<file path="config.mk">
export PLATFORM = sky130hd
export DESIGN_NAME = cpu_trace_buffer_flat
export DESIGN_NICKNAME = d
export VERILOG_FILES = /design/src/rtl/cpu_trace_pkg.sv /design/src/rtl/cpu_trace_buffer_if.sv /design/src/rtl/trace_ram.sv /design/src/rtl/cpu_trace_buffer.sv /design/src/flat_wrapper.sv
export SDC_FILE = /design/constraint.sdc
export NUM_CORES = 1
export LEC_CHECK = 0
export ABC_CLOCK_PERIOD_IN_PS = 15800
export CAP_MARGIN = 20
export CORE_UTILIZATION = 40
export CTS_BUF_LIST = sky130_fd_sc_hd__clkbuf_8
export DETAILED_ROUTE_END_ITERATION = 10
export PLACE_DENSITY_LB_ADDON = 0.25
export SYNTH_ARGS = -nofsm -noshare
export SYNTH_HDL_FRONTEND = slang
export SYNTH_SLANG_ARGS = --single-unit
</file>
<file path="constraint.sdc">
create_clock -name clk_i -period 15.8 [get_ports clk_i]
set_clock_uncertainty 0.2 [all_clocks]
set_input_delay 3.16 -clock clk_i [delete_from_list [all_inputs] [get_ports clk_i]]
set_output_delay 3.16 -clock clk_i [all_outputs]
set_load 0.1 [all_outputs]
</file>
<file path="src/rtl/cpu_trace_pkg.sv">
// Shared types for the CPU commit-trace recorder: FSM states, capture modes
// and the packed layout of one trace record.
package cpu_trace_pkg;

  // Default record field widths; the buffer's width parameters default to these.
  localparam int unsigned TracePcW   = 32;
  localparam int unsigned TraceDataW = 32;
  localparam int unsigned TraceRegAw = 5;

  // Capture mode, sampled on arm.
  localparam logic ONE_SHOT = 1'b0;
  localparam logic CIRCULAR = 1'b1;

  // Encodings are visible on state_o and must stay fixed.
  typedef enum logic [1:0] {
    StIdle    = 2'd0,
    StArmed   = 2'd1,
    StCapture = 2'd2,
    StDone    = 2'd3
  } trace_state_e;

  typedef struct packed {
    logic [TracePcW-1:0]   pc;
    logic [TraceRegAw-1:0] rd;
    logic                  we;
    logic [TraceDataW-1:0] wdata;
  } trace_rec_t;

endpackage

</file>
<file path="src/rtl/cpu_trace_buffer_if.sv">
// Commit tap and readout bus of the trace buffer. The master side is the CPU
// commit stage plus the debug host; the slave side is the trace buffer.
interface cpu_trace_buffer_if #(
  parameter int unsigned PC_W   = 32,
  parameter int unsigned DATA_W = 32,
  parameter int unsigned REG_AW = 5,
  parameter int unsigned AW     = 4
);

  // Commit/writeback tap
  logic              commit_valid;
  logic [PC_W-1:0]   commit_pc;
  logic [REG_AW-1:0] commit_rd;
  logic              commit_we;
  logic [DATA_W-1:0] commit_wdata;

  // Random-access readout
  logic              rd_en;
  logic [AW-1:0]     rd_addr;
  logic              rd_valid;
  logic [PC_W-1:0]   rd_pc;
  logic [REG_AW-1:0] rd_rd;
  logic              rd_we;
  logic [DATA_W-1:0] rd_wdata;

  modport master (
    output commit_valid, commit_pc, commit_rd, commit_we, commit_wdata,
    output rd_en, rd_addr,
    input  rd_valid, rd_pc, rd_rd, rd_we, rd_wdata
  );

  modport slave (
    input  commit_valid, commit_pc, commit_rd, commit_we, commit_wdata,
    input  rd_en, rd_addr,
    output rd_valid, rd_pc, rd_rd, rd_we, rd_wdata
  );

endinterface

</file>
<file path="src/rtl/trace_ram.sv">
// Simple dual-port record store: one write port, one registered read port.
// The array itself is never reset; only the read register is.
module trace_ram #(
  parameter int unsigned DEPTH = 16,
  parameter int unsigned WIDTH = 70,
  localparam int unsigned AW   = $clog2(DEPTH)
) (
  input  logic             clk_i,
  input  logic             rst_i,
  input  logic             we_i,
  input  logic [AW-1:0]    waddr_i,
  input  logic [WIDTH-1:0] wdata_i,
  input  logic             re_i,
  input  logic [AW-1:0]    raddr_i,
  output logic [WIDTH-1:0] rdata_o
);

  logic [WIDTH-1:0] mem_q [DEPTH];
  logic [WIDTH-1:0] rdata_q;

  // Write port
  always_ff @(posedge clk_i) begin
    if (we_i) begin
      mem_q[waddr_i] <= wdata_i;
    end
  end

  // Registered read port; holds its value when not enabled
  always_ff @(posedge clk_i) begin
    if (!rst_i) begin
      rdata_q <= '0;
    end else if (re_i) begin
      rdata_q <= mem_q[raddr_i];
    end
  end

  assign rdata_o = rdata_q;

endmodule

</file>
<file path="src/rtl/cpu_trace_buffer.sv">
// Commit-trace recorder: captures retired instructions (PC, rd, we, wdata)
// into a DEPTH-entry buffer with optional PC trigger, one-shot or circular
// capture, and random-access readout (index 0 = oldest) once capture is done.
module cpu_trace_buffer
  import cpu_trace_pkg::*;
#(
  parameter int unsigned PC_W   = TracePcW,
  parameter int unsigned DATA_W = TraceDataW,
  parameter int unsigned REG_AW = TraceRegAw,
  parameter int unsigned DEPTH  = 16,
  localparam int unsigned AW    = $clog2(DEPTH)
) (
  input  logic               clk_i,
  input  logic               rst_i,
  input  logic               arm_i,
  input  logic               mode_i,
  input  logic               trig_en_i,
  input  logic [PC_W-1:0]    trig_pc_i,
  input  logic               stop_i,
  cpu_trace_buffer_if.slave  bus_io,
  output logic [AW:0]        count_o,
  output logic               wrapped_o,
  output logic [1:0]         state_o
);

  localparam int unsigned RecW      = $bits(trace_rec_t);
  localparam logic [AW:0] CountFull = (AW + 1)'(DEPTH);
  localparam logic [AW:0] CountLast = (AW + 1)'(DEPTH - 1);

  trace_state_e    state_q, state_d;
  logic [AW-1:0]   wr_ptr_q;
  logic [AW:0]     count_q;
  logic            wrapped_q;
  logic            mode_q;
  logic [PC_W-1:0] trig_pc_q;
  logic            rd_valid_q;

  logic            trig_hit;
  logic            wr_en;
  logic [AW-1:0]   oldest;
  logic [AW-1:0]   rd_phys;
  logic            rd_hit;
  trace_rec_t      rec_w;
  trace_rec_t      rec_r;
  logic [RecW-1:0] ram_rdata;

  assign trig_hit = bus_io.commit_valid && (bus_io.commit_pc == trig_pc_q);

  // FSM state register
  always_ff @(posedge clk_i) begin
    if (!rst_i) begin
      state_q <= StIdle;
    end else begin
      state_q <= state_d;
    end
  end

  // FSM next state; arm overrides everything, stop only acts while armed/capturing
  always_comb begin
    state_d = state_q;
    if (arm_i) begin
      state_d = trig_en_i ? StArmed : StCapture;
    end else begin
      unique case (state_q)
        StIdle:  state_d = StIdle;
        StArmed: begin
          if (stop_i) begin
            state_d = StDone;
          end else if (trig_hit) begin
            state_d = StCapture;
          end
        end
        StCapture: begin
          // In one-shot mode count never reaches DEPTH while capturing, so the
          // write that fills the buffer is the one seen at DEPTH-1.
          if (stop_i || (mode_q == ONE_SHOT && bus_io.commit_valid && count_q == CountLast)) begin
            state_d = StDone;
          end
        end
        StDone:  state_d = StDone;
        default: state_d = StIdle;
      endcase
    end
  end

  // FSM outputs: record write strobe and visible state
  always_comb begin
    wr_en = 1'b0;
    if (!arm_i) begin
      unique case (state_q)
        StArmed:   wr_en = trig_hit;
        StCapture: wr_en = bus_io.commit_valid;
        default:   wr_en = 1'b0;
      endcase
    end
  end

  assign state_o = state_q;

  // Capture pointer, record count, wrap flag and latched arm settings
  always_ff @(posedge clk_i) begin
    if (!rst_i) begin
      wr_ptr_q  <= '0;
      count_q   <= '0;
      wrapped_q <= 1'b0;
      mode_q    <= ONE_SHOT;
      trig_pc_q <= '0;
    end else if (arm_i) begin
      wr_ptr_q  <= '0;
      count_q   <= '0;
      wrapped_q <= 1'b0;
      mode_q    <= mode_i;
      trig_pc_q <= trig_pc_i;
    end else if (wr_en) begin
      wr_ptr_q <= wr_ptr_q + AW'(1);
      if (count_q != CountFull) begin
        count_q <= count_q + (AW + 1)'(1);
      end else if (mode_q == CIRCULAR) begin
        wrapped_q <= 1'b1;
      end
    end
  end

  assign count_o   = count_q;
  assign wrapped_o = wrapped_q;

  // Logical-to-physical readout index; after a wrap the oldest record sits at wr_ptr
  assign oldest  = wrapped_q ? wr_ptr_q : '0;
  assign rd_phys = oldest + bus_io.rd_addr;
  assign rd_hit  = bus_io.rd_en && (state_q == StDone) && ({1'b0, bus_io.rd_addr} < count_q);

  // Readout valid, aligned with the registered RAM read
  always_ff @(posedge clk_i) begin
    if (!rst_i) begin
      rd_valid_q <= 1'b0;
    end else begin
      rd_valid_q <= rd_hit;
    end
  end

  assign rec_w = '{
    pc:    bus_io.commit_pc,
    rd:    bus_io.commit_rd,
    we:    bus_io.commit_we,
    wdata: bus_io.commit_wdata
  };

  trace_ram #(
    .DEPTH (DEPTH),
    .WIDTH (RecW)
  ) u_trace_ram (
    .clk_i   (clk_i),
    .rst_i   (rst_i),
    .we_i    (wr_en),
    .waddr_i (wr_ptr_q),
    .wdata_i (rec_w),
    .re_i    (rd_hit),
    .raddr_i (rd_phys),
    .rdata_o (ram_rdata)
  );

  assign rec_r           = trace_rec_t'(ram_rdata);
  assign bus_io.rd_valid = rd_valid_q;
  assign bus_io.rd_pc    = rec_r.pc;
  assign bus_io.rd_rd    = rec_r.rd;
  assign bus_io.rd_we    = rec_r.we;
  assign bus_io.rd_wdata = rec_r.wdata;

endmodule

</file>
<file path="src/flat_wrapper.sv">
// flat-port wrapper written by rule: the top's interface ports become plain ports
module cpu_trace_buffer_flat import cpu_trace_pkg::*;
#(
  parameter int unsigned PC_W   = TracePcW,
  parameter int unsigned DATA_W = TraceDataW,
  parameter int unsigned REG_AW = TraceRegAw,
  parameter int unsigned DEPTH  = 16,
  localparam int unsigned AW    = $clog2(DEPTH)
)
  (clk_i, rst_i, arm_i, mode_i, trig_en_i, trig_pc_i, stop_i, count_o, wrapped_o, state_o, bus_io_commit_valid, bus_io_commit_pc, bus_io_commit_rd, bus_io_commit_we, bus_io_commit_wdata, bus_io_rd_en, bus_io_rd_addr, bus_io_rd_valid, bus_io_rd_pc, bus_io_rd_rd, bus_io_rd_we, bus_io_rd_wdata);
  cpu_trace_buffer_if #(.PC_W(PC_W), .DATA_W(DATA_W), .REG_AW(REG_AW), .AW(4)) bus_io_i ();
  input  logic clk_i;
  input  logic rst_i;
  input  logic arm_i;
  input  logic mode_i;
  input  logic trig_en_i;
  input  logic [PC_W-1:0] trig_pc_i;
  input  logic stop_i;
  output logic [AW:0] count_o;
  output logic wrapped_o;
  output logic [1:0] state_o;
  input wire logic [$bits(bus_io_i.commit_valid)-1:0] bus_io_commit_valid;
  input wire logic [$bits(bus_io_i.commit_pc)-1:0] bus_io_commit_pc;
  input wire logic [$bits(bus_io_i.commit_rd)-1:0] bus_io_commit_rd;
  input wire logic [$bits(bus_io_i.commit_we)-1:0] bus_io_commit_we;
  input wire logic [$bits(bus_io_i.commit_wdata)-1:0] bus_io_commit_wdata;
  input wire logic [$bits(bus_io_i.rd_en)-1:0] bus_io_rd_en;
  input wire logic [$bits(bus_io_i.rd_addr)-1:0] bus_io_rd_addr;
  output wire logic [$bits(bus_io_i.rd_valid)-1:0] bus_io_rd_valid;
  output wire logic [$bits(bus_io_i.rd_pc)-1:0] bus_io_rd_pc;
  output wire logic [$bits(bus_io_i.rd_rd)-1:0] bus_io_rd_rd;
  output wire logic [$bits(bus_io_i.rd_we)-1:0] bus_io_rd_we;
  output wire logic [$bits(bus_io_i.rd_wdata)-1:0] bus_io_rd_wdata;
  assign bus_io_i.commit_valid = bus_io_commit_valid;
  assign bus_io_i.commit_pc = bus_io_commit_pc;
  assign bus_io_i.commit_rd = bus_io_commit_rd;
  assign bus_io_i.commit_we = bus_io_commit_we;
  assign bus_io_i.commit_wdata = bus_io_commit_wdata;
  assign bus_io_i.rd_en = bus_io_rd_en;
  assign bus_io_i.rd_addr = bus_io_rd_addr;
  assign bus_io_rd_valid = bus_io_i.rd_valid;
  assign bus_io_rd_pc = bus_io_i.rd_pc;
  assign bus_io_rd_rd = bus_io_i.rd_rd;
  assign bus_io_rd_we = bus_io_i.rd_we;
  assign bus_io_rd_wdata = bus_io_i.rd_wdata;
  cpu_trace_buffer #(.PC_W(PC_W), .DATA_W(DATA_W), .REG_AW(REG_AW), .DEPTH(DEPTH)) u_core (.clk_i(clk_i), .rst_i(rst_i), .arm_i(arm_i), .mode_i(mode_i), .trig_en_i(trig_en_i), .trig_pc_i(trig_pc_i), .stop_i(stop_i), .bus_io(bus_io_i), .count_o(count_o), .wrapped_o(wrapped_o), .state_o(state_o));
endmodule
</file>
; Yosys cells after proc, flatten, opt, wreduce, memory -nomap -nowiden
; Memories as Yosys holds them, arrays and structs flattened. A register that Yosys moved wholly into a read port is not among the register bits.
; Index checks and enable logic that the tools add are counted.
[word_totals]
ramBits = 1120
regBits = 46
memories = 1
input_bits = 114
latch_bits = 0
mem_bits_ro = 0
[mem_list]
columns = memory, words, word_bits, rd, rd_ports_with_merged_regs, wr, line
row1 = u_core.u_trace_ram.mem_q, 16, 70, 1, 1, 1, trace_ram.sv:18  ; logic [WIDTH-1:0] mem_q [DEPTH];
[classes]
n_mul = 0
bitwise_logic = 3
n_lt_le_gt_ge = 1
mux = 11
addsub = 3
reduce_logical = 12
n_shift = 0
eq_ne = 8
div_mod_pow = 0
[ops]
columns = operator, n
row1 = == test 32 bit, 1
row2 = 2-to-1 mux 2 bit, 5
row3 = case mux 2 bit (4 select lines), 1
row4 = "adder 5 x 1 -> 5 bit, second input constant", 1
row5 = "== test 5 x 4 -> 1 bit, second input constant", 1
row6 = logical AND 1 bit, 5
row7 = < comparator 4 x 5 -> 1 bit, 1
row8 = "!= test 5 bit, second input constant", 1
row9 = "adder 4 x 1 -> 4 bit, second input constant", 1
row10 = adder 4 bit, 1
row11 = "== test 2 bit, second input constant", 2
row12 = 2-to-1 mux 4 bit, 1
row13 = "!= test 4 x 3 -> 1 bit, second input constant", 1
row14 = AND reduction 2 bit, 2
row15 = 2-to-1 mux 1 bit, 3
row16 = "!= test 3 x 2 -> 1 bit, second input constant", 1
row17 = inverter 1 bit, 3
row18 = AND reduction 3 bit, 1
row19 = "== test 2 x 1 -> 1 bit, second input constant", 1
row20 = logical NOT 2 bit, 1
row21 = case mux 1 bit (2 select lines), 1
row22 = OR reduction 2 bit, 1
row23 = logical NOT 1 bit, 1
row24 = logical OR 1 bit, 1

; Longest topological paths before layout
; Gate-level depths: netlist (run 1).
[logic_depth]
ltp_word = 7
mapped_depth = 11

; By module
; From an unflattened synthesis (run 1), not the netlist that was laid out.
[unflattened]
hier_cells = 2928
area_unflattened_um2 = 48064.8
[by_module_without_submodules]
columns = mod, instances, area_per_inst_um2, cells_each, seq_area_each_um2
row1 = trace_ram, 1, 45328.5, 2627, 35033.6
row2 = cpu_trace_buffer, 1, 2736.4, 301, 920.9

; Least setup slack after synthesis (run 1)
; Ideal clock, no wire load.
[synth_path]
kind = input port to flip-flop
from = input port bus_io_commit_pc[3]
to = memory u_core.u_trace_ram.mem_q[3][0] (enable)
n_path_buf = 0
arrival_time_ps = 9613
t_required_ps = 15016
path_slack_ps = 5403
path_stages = 6
setup_ps = 584
cell_sequence = nor2b_1 > a2111o_1 > or4_4 > nor4_4 > o21ai_0 > nor3_1
[synth_between]
elab_chain_len = 6
[synth_lines]
columns = item, line
row1 = "start, declared", flat_wrapper.sv:23  ; input wire logic [$bits(bus_io_i.commit_pc)-1:0] bus_io_commit_pc;
row2 = == test 32 bit, cpu_trace_buffer.sv:47  ; assign trig_hit = bus_io.commit_valid && (bus_io.commit_pc == trig_pc_q);
row3 = logical AND 1 bit, cpu_trace_buffer.sv:47
row4 = case mux 1 bit (2 select lines), cpu_trace_buffer.sv:90  ; unique case (state_q)
row5 = 2-to-1 mux 1 bit, cpu_trace_buffer.sv:89  ; if (!arm_i) begin
row6 = 2-to-1 mux 1 bit, trace_ram.sv:23  ; if (we_i) begin
row7 = 2-to-1 mux 1 bit (implied by the code), trace_ram.sv:24  ; mem_q[waddr_i] <= wdata_i;
row8 = "end, declared", trace_ram.sv:18
; Every way passes these cells.

; Worst setup path after layout (run 1)
[layout_path]
from = input port bus_io_commit_pc[15]
to = memory u_core.u_trace_ram.mem_q[3][39] (enable)
; The elaborated chain is that of the path after synthesis.

==> results of run 1 <==
[report_power, final]
part           switching [mW]  total [mW]  internal [mW]
clock                    1.24        2.58           1.34
sequential            0.00607        3.58           3.57
combinational           0.174       0.304          0.129
total                    1.42        6.46           5.04
[path summary, 6_finish.rpt]
path / startpoint / end / slack, ns / cells after the start
worst min-delay path: u_core.u_trace_ram.rdata_o[20]$_SDFFE_PN0P_ / u_core.u_trace_ram.rdata_o[20]$_SDFFE_PN0P_ / 0.27 / 1
worst min register to register: u_core.u_trace_ram.rdata_o[20]$_SDFFE_PN0P_ / u_core.u_trace_ram.rdata_o[20]$_SDFFE_PN0P_ / 0.27 / 1
worst max register to register: u_core.wrapped_o$_SDFFE_PP0P_ / u_core.u_trace_ram.rdata_o[19]$_SDFFE_PN0P_ / 10.43 / 10
worst max-delay path: bus_io_commit_pc[15] / u_core.u_trace_ram.mem_q[3][39]$_DFFE_PP_ / 7.73 / 9
[cell usage after synthesis (all sizes together), types with 7 or more instances]
cell type	count
o21ai	7
edfxtp	1120
xor2	7
clkbuf	81
nor2	38
and3	16
dfxtp	116
a32o	70
ha	17
xnor2	22
inv	17
buf	35
nor2b	10
mux4	280
nand2	157
mux2i	180
[worst max-delay path: stages]
cell and delay, ns:
clkdlybuf4s50_1 0.82, xnor2_1 0.37, nand4_1 0.26, or4_2 0.74
nor4_4 0.48, o21ai_0 0.45, nor3_2 0.70, buf_4 0.54
buf_4 0.74
[kinds of logic (layout without fill, tap and decap cells)]
kind of cell               Yosys count  in the layout  share of synthesized area, %
adders and majority gates           18             18                         0.494
muxes                              460            460                          17.2
buffers and inverters              134            612                          1.14
DFF                               1236           1236                          76.3
AOI/OAI and AO/OA                   99             99                          1.92
and+or+nand+nor                    253            253                          2.40
other                                0              2                             0
xor gates and xnor gates            29             29                         0.539
[layout make-up]
type	instances	share of cell area, %
Antenna cell	2	0.00914
Tap cell	1524	3.48
Inverter	17	0.116
Timing Repair Buffer	233	4.22
Sequential cell	1236	65.6
Clock inverter	141	1.32
Clock buffer	221	5.55
Multi-Input combinational cell	859	19.7
[flip-flops by register name, indices dropped and copies added, names as in the netlist]
| register | count |
|---|---|
| u_core.bus_io.rd_valid | 1 |
| u_core.count_o | 5 |
| u_core.mode_q | 1 |
| u_core.state_o | 2 |
| u_core.trig_pc_q | 32 |
| u_core.u_trace_ram.mem_q | 1120 |
| u_core.u_trace_ram.rdata_o | 70 |
| u_core.wr_ptr_q | 4 |
| u_core.wrapped_o | 1 |
[routing by layer]
layer,track usage [%],up-vias
li1,-,9854
met1,26.4,12300
met2,30.1,819
met3,4.58,179
met4,5.73,4
met5,0,-
[metrics by stage]
| stage | utilization [%] | power [mW] | std cells | worst slack (ns) |
|---|---|---|---|---|
| finish | 47.0 | 6.46 | 4233 | 7.73 |
| global route | 47.0 | 6.68 | 4233 | 7.49 |
| CTS | 47.0 | 6.52 | 4228 | 7.73 |
| detailed placement | 43.7 | 3.95 | 3866 | 6.81 |
| global placement | 43.7 | 3.94 | 3865 | 6.93 |
| floorplan | - | 3.82 | 2229 | 5.40 |
==> run_results.csv, run 1 <==
group,metric,value,unit
logic_synthesis,synth_area,47100,um2
finish,syn2layout_area_growth,16.2,%
routing,routed_wl,114000,um
logic_synthesis,synth_edf_count,1120,
logic_synthesis,synth_top_area_cell,"edfxtp_1",
finish,fill_cells,9646,
grt,grt_max_degree,138,
timing,relSlewSlack,22.9,%
floorplan,die-area,119000,um2
finish,drive_gt1_share,22.6,%
worst_setup_path,arrival,8.32,ns
worst_setup_path,path_max_fanout,41,
clock_tree,clockRootBuffer,"clkbuf_8",
hold_path,hold_class,"register to register",
routing,first_pass_iters,5,
timing,rsz0062_at_grt,"false",
timing,drv_slew,0,
worst_setup_path,criticalPathCategory,"input port to register",
clock_tree,post_cts_resized,0,
routing,highest_layer,"met5",
floorplan,rows,125,
logic_synthesis,ys_ff_latch,1236,
timing,min_period_over_period,51.1,%
clock_tree,clkLatencyLatePin,0.86,ns
timing,hold_viol,0,
clock_tree,cts_sinks,1236,
finish,nets,2674,
routing,ant_nets,0,
grt,antenna_found_initial,6,
floorplan,initial_core_util,40.4,%
finish,post-route-cell-area,54800,um2
grt,grt_pass1_vias,25000,
logic_synthesis,synth.distinct_cells,49,
grt,grt_usage,19.1,%
routing,wl_per_cell,26.9,um
timing,hold_ws,0.269,ns
clock_tree,cts_made_buffers,195,
placed_design,dp_hpwl,58500,um
power,powerDensity,118,nW/um2
routing,wl_met1,49500,um
clock_tree,cts_hold_buf,0,
timing,fin_crit,8.07,ns
logic_synthesis,ys_warn_count,0,
worst_setup_path,crit_required,16.05,ns
worst_setup_path,start_kind,"input port",
logic_synthesis,synth_nets,2361,
routing,drt_iter0_drc,2199,
routing,drc,0,
grt,grt_pass1_wl,166000,um
routing,via_per_inst,5.47,
worst_setup_path,end_kind,"register",
routing,met2_wirelength,53700,um
finish,multiInputGateArea,10800,um2
placed_design,post_dp_cell_area,50900,um2
placed_design,port_buffers,192,
power,peakVddDrop,0.0000629,V
floorplan,fp.coreArea,117000,um2
clock_tree,cts_tree,"built",
floorplan,die_h,345,um
logic_synthesis,syn_inst,2229,
logic_synthesis,synth_top_area_share,71.4,%
logic_synthesis,yosysSeqAreaShare,76.3,%
routing,wl_met3,8060,um
run_status,status,"finished clean",
floorplan,die_w,345,um
timing,max_freq,124,MHz
grt,grt_overflow,0,
logic_synthesis,avgSynthCellArea,21.1,um2
power,p_leak,18.0,nW
finish,final_common_cell,"edfxtp_1",
finish,most-common-layout-cells,"edfxtp_1, mux4_2, clkbuf_8, clkdlybuf4s50_1, mux2i_1",
logic_synthesis,synth_flop_cell,"edfxtp_1",
logic_synthesis,synthTopCellsByArea,"edfxtp_1, mux4_2, dfxtp_1",
finish,layout.area.seq,36000,um2
timing,setup_viol,0,
timing,tightest_slew,1.16,ns
clock_tree,clk_pin_slew,0.06,ns
timing,setup_tns,0,ns
floorplan,ios,193,
clock_tree,clockBufferDepth,3,
clock_tree,post-cts-setup-buffers,0,
routing,vias,23200,
clock_tree,htree_levels,4,
placed_design,gp_congestion,0.809,
logic_synthesis,ys_async_sr_fraction,0,%
run,maxCapViolations,0,
No activity file was read; power rests on OpenSTA's default activity.
==> inputs of run 2 (changes only) <==
ABC_CLOCK_PERIOD_IN_PS = 8150   (was 15800)
clock period = 8.15 ns   (was 15.8 ns; I/O delays follow)
==> run 2 against run 1 <==
Net effect:
- sequential share of layout area is 0.53 points lower
- register-to-register slack worse by 6.9 ns
- count of clock-buffer cells in the layout is 3 lower
- sequential cell count stayed put
- total power is 98% higher
- global-route usage is 0.35 points lower
- non-clock buffer count is 4 higher
- largest power group unchanged
==> run_results.csv, run 2 (synthesis results as in run 1) <==
group,metric,value,unit
hold_path,hold_start,"u_core.u_trace_ram.rdata_o[14]$_SDFFE_PN0P_",
finish,regMostFlops,"u_core.u_trace_ram.mem_q",
clock_tree,cts_made_buffers,196,
floorplan,initial_core_util,40.4,%
timing,tightest_slew,1.14,ns
floorplan,die_h,345,um
run_status,status,"finished clean",
clock_tree,clkLatencyLatePin,0.86,ns
floorplan,die-area,119000,um2
routing,first_pass_iters,7,
grt,grt_pass1_wl,164000,um
grt,grt_pass1_vias,24700,
routing,vias,23000,
grt,grt_usage,18.8,%
worst_setup_path,crit_required,8.44,ns
worst_setup_path,r2r-start,"u_core.trig_pc_q[8]$_SDFFE_PN0P_",
worst_setup_path,arrival,6.11,ns
finish,syn2layout_area_growth,17.2,%
worst_setup_path,path_max_fanout,30,
routing,ant_nets,0,
timing,setup_viol,0,
worst_setup_path,start_kind,"input port",
routing,routed_wl,111000,um
worst_setup_path,crit_slowest_cell,"and3_4",
timing,max_freq,172,MHz
timing,setup_tns,0,ns
timing,min_period_over_period,71.5,%
grt,grt_overflow,0,
timing,relSlewSlack,23.2,%
hold_path,hold_class,"register to register",
routing,drc,0,
power,powerDensity,232,nW/um2
worst_setup_path,end_kind,"register",
routing,via_per_inst,5.41,
floorplan,die_w,345,um
routing,wl_per_cell,26.2,um
floorplan,rows,125,
clock_tree,clockBufferDepth,3,
worst_setup_path,crit_chain,"clkdlybuf4s50_1, xnor2_1, nand4_1, or4_2, nor4_4, or2_1, and3_4, buf_4",
power,p_leak,18.2,nW
power,peakVddDrop,0.000133,V
placed_design,port_buffers,192,
clock_tree,htree_levels,4,
worst_setup_path,critPathBufInv,2,
timing,fin_crit,5.82,ns
finish,drive_gt1_share,23.0,%
clock_tree,post-cts-setup-buffers,0,
clock_tree,clk_pin_slew,0.06,ns
floorplan,ios,193,
floorplan,fp.coreArea,117000,um2
worst_setup_path,crit_start,"bus_io_commit_pc[2]",
timing,rsz0062_at_grt,"false",
timing,drv_slew,0,
run,maxCapViolations,0,
grt,antenna_found_initial,6,
placed_design,dp_hpwl,61400,um
worst_setup_path,path_delay_family,"simple AND/OR/NAND/NOR gates",
routing,drt_iter0_drc,1893,
finish,most-common-layout-cells,"edfxtp_1, mux4_2, clkbuf_8, clkdlybuf4s50_1, mux2i_1",
clock_tree,cts_hold_buf,0,
finish,largest_register_ffs,1120,
clock_tree,post_cts_resized,0,
placed_design,gp_congestion,0.743,
clock_tree,cts_sinks,1236,
finish,nets,2679,
worst_setup_path,criticalPathCategory,"input port to register",
finish,final_util,47.4,%
timing,hold_viol,0,
clock_tree,cts_tree,"built",
grt,grt_max_degree,108,
clock_tree,clockRootBuffer,"clkbuf_8",
worst_setup_path,crit_path_max_incr_delay,0.78,ns
finish,final_common_cell,"edfxtp_1",
run 2: cell count changes in the layout (fill, tap and decap cells not counted), moves of 5 or more:
cell	previous run	this run
bufinv_16	4	10
clkinvlp_4	6	1
inv_12	0	5
buf_12	4	19
clkinv_2	19	24
buf_4	37	26
run 2: path summary, 6_finish.rpt:
kind,endpoint,slack [ns],cells after the start
hold / removal,u_core.u_trace_ram.rdata_o[14]$_SDFFE_PN0P_,0.27,1
setup reg to reg,u_core.u_trace_ram.mem_q[0][58]$_DFFE_PP_,3.56,7
hold reg to reg,u_core.u_trace_ram.rdata_o[14]$_SDFFE_PN0P_,0.27,1
setup / recovery,u_core.u_trace_ram.mem_q[0][58]$_DFFE_PP_,2.33,8
run 2: area by class of cell:
type                    instances  area [um2]
multi-input cells             859       10800
diodes                          2        5.00
repair buffers                237        2490
inverters                      17        63.8
clock buffers                 218        3000
well taps                    1524        1910
clock inverters               154        1020
fillers                      9548       61300
flip-flops and latches       1236       36000
run 2: layer usage:
layer	track usage, %	up-vias	routed length (um)
met2	29.8	744	53200
met4	6.54	4	2730
met5	0	-	23
li1	-	9900	-
met1	26.1	12100	49100
met3	3.32	167	6100
run 2: power by group:
part | leakage, nW | internal [mW] | switching [mW]
logic | 4.87 | 0.253 | 0.349
clock network | 2.35 | 2.82 | 2.46
registers | 11.0 | 6.92 | 0.0138
run 2: through the flow:
stage	hold slack [ns]	area, um2	setup WS (ns)	total power [mW]	instances
after floorplan	0.260	47100	0.999	7.41	2229
after global placement	0.259	51200	1.58	7.67	3873
after detailed placement	0.260	51200	1.46	7.68	3873
after CTS	0.275	55200	2.40	13.0	4245
after global routing	0.299	55200	2.24	13.3	4246
final	0.272	55200	2.33	12.8	4247
